--- src/rtl/fp_mul_add_sequencer.sv ---
// Sequences FP mul/add ops (incl. fused forms) over an external multi-cycle mul-add unit.
// Optional perf counters are enabled by defining FP_MUL_ADD_SEQUENCER_PERF_COUNT_EN.
module fp_mul_add_sequencer #(
    parameter int EXPONENT_WIDTH = 8,
    parameter int FRACTION_WIDTH = 23,
    parameter int WIDTH          = 1 + EXPONENT_WIDTH + FRACTION_WIDTH,
    parameter int UNIT_LATENCY   = 2
) (
    input  logic             clk,
    input  logic             rst,
    input  logic             req_valid,
    output logic             req_ready,
    input  logic [2:0]       req_op,
    input  logic [WIDTH-1:0] req_src1,
    input  logic [WIDTH-1:0] req_src2,
    input  logic [WIDTH-1:0] req_src3,
    input  logic [2:0]       req_rounding_mode,
    output logic             resp_valid,
    input  logic             resp_ready,
    output logic [WIDTH-1:0] resp_result,
    output logic [4:0]       resp_flags,
    output logic [1:0]       unit_command,
    output logic [WIDTH-1:0] unit_src1,
    output logic [WIDTH-1:0] unit_src2,
    output logic [2:0]       unit_rounding_mode,
    input  logic [WIDTH-1:0] unit_result,
    input  logic [4:0]       unit_flags
`ifdef FP_MUL_ADD_SEQUENCER_PERF_COUNT_EN
    ,
    output logic [31:0]      perf_ops,
    output logic [31:0]      perf_busy
`endif
);

    typedef enum logic [1:0] {IDLE, PASS1, PASS2, RESP} state_t;

    localparam int              CNT_W     = (UNIT_LATENCY > 1) ? $clog2(UNIT_LATENCY) : 1;
    localparam logic [CNT_W-1:0] CNT_LOAD = CNT_W'(UNIT_LATENCY - 1);
    localparam logic [WIDTH-1:0] CANON_NAN =
        {1'b0, {EXPONENT_WIDTH{1'b1}}, 1'b1, {(FRACTION_WIDTH-1){1'b0}}};

    localparam logic [1:0] CMD_MUL = 2'd0;
    localparam logic [1:0] CMD_ADD = 2'd1;
    localparam logic [1:0] CMD_SUB = 2'd2;

    localparam logic [2:0] OP_FADD   = 3'd1;
    localparam logic [2:0] OP_FSUB   = 3'd2;
    localparam logic [2:0] OP_FMADD  = 3'd3;
    localparam logic [2:0] OP_FNMSUB = 3'd5;
    localparam logic [2:0] OP_FNMADD = 3'd6;
    localparam logic [2:0] OP_RSVD   = 3'd7;

    state_t           state_q, state_d;
    logic [CNT_W-1:0] cnt_q, cnt_d;
    logic [2:0]       op_q, op_d;
    logic [WIDTH-1:0] a_q, a_d, b_q, b_d, c_q, c_d;
    logic [2:0]       rm_q, rm_d;
    logic [WIDTH-1:0] result_q, result_d;
    logic [4:0]       flags_q, flags_d;

    logic last_cycle;
    logic two_pass;
    logic negate_p;

    assign last_cycle = (cnt_q == '0);
    assign two_pass   = (op_q >= OP_FMADD) && (op_q != OP_RSVD);
    assign negate_p   = (op_q == OP_FNMSUB) || (op_q == OP_FNMADD);

    always_ff @(posedge clk) begin
        if (rst) begin
            state_q  <= IDLE;
            cnt_q    <= '0;
            op_q     <= '0;
            a_q      <= '0;
            b_q      <= '0;
            c_q      <= '0;
            rm_q     <= '0;
            result_q <= '0;
            flags_q  <= '0;
        end else begin
            state_q  <= state_d;
            cnt_q    <= cnt_d;
            op_q     <= op_d;
            a_q      <= a_d;
            b_q      <= b_d;
            c_q      <= c_d;
            rm_q     <= rm_d;
            result_q <= result_d;
            flags_q  <= flags_d;
        end
    end

    always_comb begin
        state_d = state_q;
        case (state_q)
            IDLE:    if (req_valid) state_d = (req_op == OP_RSVD) ? RESP : PASS1;
            PASS1:   if (last_cycle) state_d = two_pass ? PASS2 : RESP;
            PASS2:   if (last_cycle) state_d = RESP;
            RESP:    if (resp_ready) state_d = IDLE;
            default: state_d = IDLE;
        endcase
    end

    // result_q doubles as the PASS1 product p feeding PASS2, then as the final result.
    always_comb begin
        cnt_d    = cnt_q;
        op_d     = op_q;
        a_d      = a_q;
        b_d      = b_q;
        c_d      = c_q;
        rm_d     = rm_q;
        result_d = result_q;
        flags_d  = flags_q;
        case (state_q)
            IDLE: begin
                if (req_valid) begin
                    op_d = req_op;
                    a_d  = req_src1;
                    b_d  = req_src2;
                    c_d  = req_src3;
                    rm_d = req_rounding_mode;
                    if (req_op == OP_RSVD) begin
                        result_d = CANON_NAN;
                        flags_d  = 5'b10000;
                    end else begin
                        cnt_d    = CNT_LOAD;
                        result_d = '0;
                        flags_d  = '0;
                    end
                end
            end
            PASS1, PASS2: begin
                if (last_cycle) begin
                    result_d = unit_result;
                    flags_d  = flags_q | unit_flags;
                    cnt_d    = ((state_q == PASS1) && two_pass) ? CNT_LOAD : '0;
                end else begin
                    cnt_d = cnt_q - CNT_W'(1);
                end
            end
            default: ;
        endcase
    end

    always_comb begin
        req_ready          = (state_q == IDLE);
        resp_valid         = (state_q == RESP);
        resp_result        = result_q;
        resp_flags         = flags_q;
        unit_rounding_mode = rm_q;
        unit_command       = CMD_MUL;
        unit_src1          = '0;
        unit_src2          = '0;
        case (state_q)
            PASS1: begin
                unit_src1 = a_q;
                unit_src2 = b_q;
                if (op_q == OP_FADD)      unit_command = CMD_ADD;
                else if (op_q == OP_FSUB) unit_command = CMD_SUB;
                else                      unit_command = CMD_MUL;
            end
            PASS2: begin
                unit_src1    = negate_p ? {~result_q[WIDTH-1], result_q[WIDTH-2:0]} : result_q;
                unit_src2    = c_q;
                unit_command = ((op_q == OP_FMADD) || (op_q == OP_FNMSUB)) ? CMD_ADD : CMD_SUB;
            end
            default: ;
        endcase
    end

`ifdef FP_MUL_ADD_SEQUENCER_PERF_COUNT_EN
    logic [31:0] perf_ops_q, perf_ops_d;
    logic [31:0] perf_busy_q, perf_busy_d;

    always_comb begin
        perf_ops_d  = perf_ops_q;
        perf_busy_d = perf_busy_q;
        if ((state_q == RESP) && resp_ready) perf_ops_d = perf_ops_q + 32'd1;
        if (state_q != IDLE) perf_busy_d = perf_busy_q + 32'd1;
    end

    always_ff @(posedge clk) begin
        if (rst) begin
            perf_ops_q  <= '0;
            perf_busy_q <= '0;
        end else begin
            perf_ops_q  <= perf_ops_d;
            perf_busy_q <= perf_busy_d;
        end
    end

    assign perf_ops  = perf_ops_q;
    assign perf_busy = perf_busy_q;
`endif

endmodule

--- config.mk ---
export PLATFORM = sky130hd
export DESIGN_NAME = fp_mul_add_sequencer
export DESIGN_NICKNAME = d
export VERILOG_FILES = /design/src/rtl/fp_mul_add_sequencer.sv
export SDC_FILE = /design/constraint.sdc
export NUM_CORES = 1
export LEC_CHECK = 0
export BUFFER_PORTS_ARGS = -buffer_cell sky130_fd_sc_hd__buf_2
export CAP_MARGIN = 5
export CORE_ASPECT_RATIO = 0.7
export CORE_MARGIN = 8
export CORE_UTILIZATION = 48
export CTS_CLUSTER_SIZE = 8
export DETAILED_ROUTE_END_ITERATION = 6
export GPL_ROUTABILITY_DRIVEN = 0
export PLACE_DENSITY = 0.91
export SYNTH_ARGS = -nofsm -noshare
export SYNTH_HDL_FRONTEND = slang
export SYNTH_SLANG_ARGS = --single-unit
--- constraint.sdc ---
create_clock -name clk -period 2.4 [get_ports clk]
set_clock_uncertainty 0.1 [all_clocks]
set_input_delay 0.48 -clock clk [delete_from_list [all_inputs] [get_ports clk]]
set_output_delay 0.48 -clock clk [all_outputs]
set_load 0.05 [all_outputs]
==> metrics.txt <==
status finished, violations left; failing checks setup timing; Largest stage delay, worst path ~0.38 ns; vias per inst between 5 and 6; Tot Pwr between 10 and 15 mW; first-pass GRT wire length between 30000 and 40000 µm; Top FF cell, synth dfxtp_1; fraction of layout cells with a size suffix above 1 0.431; Hold/Removal Path Class primary input to flip-flop; CTS H-tree lvls 4; VDD IR max about 960 µV; most frequent cells in the layout nand2_1 (208), buf_2 (183), dfxtp_1 (140), a21oi_1 (118), nor2_2 (62); drt total wl between 20000 and 25000 µm; vias in the first global route roughly 6300; WS Path Type flip-flop to primary output; die height between 100 and 150 µm; HPWL after DPL roughly 14000 µm; Vias roughly 6600; setup ws final -0.0180 ns; Die W approximately 150 µm; CTS Buffer Depth 2; # DRC 0; Starting Density 0.484; initial DRC count roughly 450; clock transition at the registers of the reported paths 0.06 ns; Worst Path Required roughly 1.8 ns; RSZ-0062 raised after global routing yes; Final nets around 1100; cell taking the most area after synthesis dfxtp_1; CTS tree built; Distinct cells, synth 36; r2r setup slk between 0.2 and 0.25 ns; Syn Inst Count 756; CTS sink count roughly 140; WL/cell 18.9 µm; Core Region between 10000 and 15000 µm²; Remaining Overflow, GRT 0; Least-Margin Pin Slew just under 0.7 ns; GRT Util Overall 0.250; die area around 16000 µm²; Final Cycle Share 1.01; initial antenna violation count 1; register area share after synthesis 0.481; Hold WS roughly 0.18 ns; Post-synth ARST share 0; Max stage delay cell, worst path dfxtp_4; Cell Chain, Critical Path inv_6 -> ha_4 -> buf_12 -> nand2_4 -> a211oi_4 -> buf_6; Setup TNS Final -0.0512 ns; max cap viols 0; Ys Warns 0; most common cell after layout, fill and taps aside nand2_1; area growth from synthesis to layout 51.3%; FP Rows 34; Final ANT Viol Nets 0; Area contributors post-synth dfxtp_1 (48%), nand2_1 (13%), a21oi_1 (10%); endpoints failing hold 0; post-synthesis cell area 5910 µm²; largest net degree at the start of global routing 64; Max Freq around 0.41 GHz; share of the synthesized area in the top cell type 0.481; type of element launching the critical path flip-flop; number of synthesized flops with an enable pin 0; Rel. slew slack 0.549; num ports around 250; mean area per synthesized cell 7.82 µm²; drt first pass iters 5; clk root buf clkbuf_16; Crit Path Max Fanout 8; power density over cell area between 1000 and 1500 nW/µm²; Clock Latency Late Sink just over 0.4 ns; critical path capture point type primary output; DP Worst Slack ~0.023 ns; post-route minimum period around 2.4 ns; Pleak between 3 and 4 nW; CTS buffer count 17; Max Slew Vio Count 0; syn nets between 900 and 1000; Synth Register Bits between 100 and 150; Hold Buf Count CTS 0; final setup fails 3; I/O Buffers 250; crit path DAT approximately 1.8 ns
[cells in the mapped netlist (all sizes together), types with 2 or more instances]
library cell / number
and2: 2
dfxtp: 142
nand2: 210
xor2: 2
clkbuf: 37
nand3b: 3
a21oi: 118
ha: 5
nor4: 2
a22oi: 63
buf: 31
nand3: 2
nor2: 83
inv: 4
a22o: 23
a211oi: 14
nand2b: 2
o21ai: 3
[kinds of logic (layout without fill, tap and decap cells)]
group                    after synthesis  in the layout  synth area share
AND/OR/NAND/NOR                      307            307             0.206
other                                  0              1                 0
AO/OA/AOI/OAI                        227            227             0.245
multiplexers                           1              1           0.00169
adder cells (fa/ha/maj)                5              5            0.0106
buffers and inverters                 72            320            0.0529
XOR/XNOR                               2              2           0.00297
flip-flops                           142            142             0.481
[sequential cells by signal (all words and copies together) (netlist names)]
name / flops
a_q: 32
unit_rounding_mode: 3
resp_flags: 5
c_q: 32
b_q: 32
cnt_q: 1
state_q: 2
op_q: 3
resp_result: 32
[cell type report]
cell class	count	area, µm²
diodes	1	2.50
clock buffers	18	439
clock inverters	14	158
fillers	828	3270
inverters	4	35.0
multi-input cells	542	3180
flip-flops and latches	142	2850
well taps	162	203
repair buffers	284	2080
[routing by layer]
metal / part of all wire / vias up / track usage
met2: 0.49 / 372 / 0.420
met3: 0.10 / 47 / 0.0813
met4: 0.021 / 0 / 0.0885
li1: - / 3053 / -
met5: 0 / - / 0
met1: 0.39 / 3112 / 0.296
[stage by stage]
step,cell area [µm²],instances,utilization
2_1_floorplan,6090,756,-
3_3_place_gp,7470,1118,0.611
4_1_cts,8600,1162,0.704
6_report,8940,1167,0.732
5_1_grt,8940,1166,0.732
3_5_place_dp,7470,1118,0.611
[where the power goes]
| part | total (mW) | internal [mW] | switching [mW] |
|---|---|---|---|
| Combinational | 6.31 | 2.19 | 4.12 |
| Sequential | 3.36 | 2.91 | 0.445 |
| Clock | 2.65 | 1.58 | 1.07 |
[final timing paths]
kind                                       from               to  cells past startpoint
worst min-delay path            unit_result[11]  resp_result[11]                      2
worst max-delay path                 state_q[0]  unit_command[0]                      6
worst min register to register          b_q[23]          b_q[23]                      2
worst max register to register       state_q[1]  resp_result[26]                      8
[critical path: cells and delay by family (launching register included)]
family	cells	cell delay, ns
buffers and inverters	3	0.39
flip-flops	1	0.38
adder cells (fa/ha/maj)	1	0.32
AO/OA/AOI/OAI	1	0.27
AND/OR/NAND/NOR	1	0.06
[repair_timing]
| action | CTS | global route |
|---|---|---|
| cloned | 3 | 0 |
| buffers inserted | 9 | 4 |
| endpoints found under the setup margin | 66 | 76 |
| pin swaps | 3 | 20 |
| gates resized for setup | 109 | 72 |
Note: power is estimated with default switching activity, not from simulation.
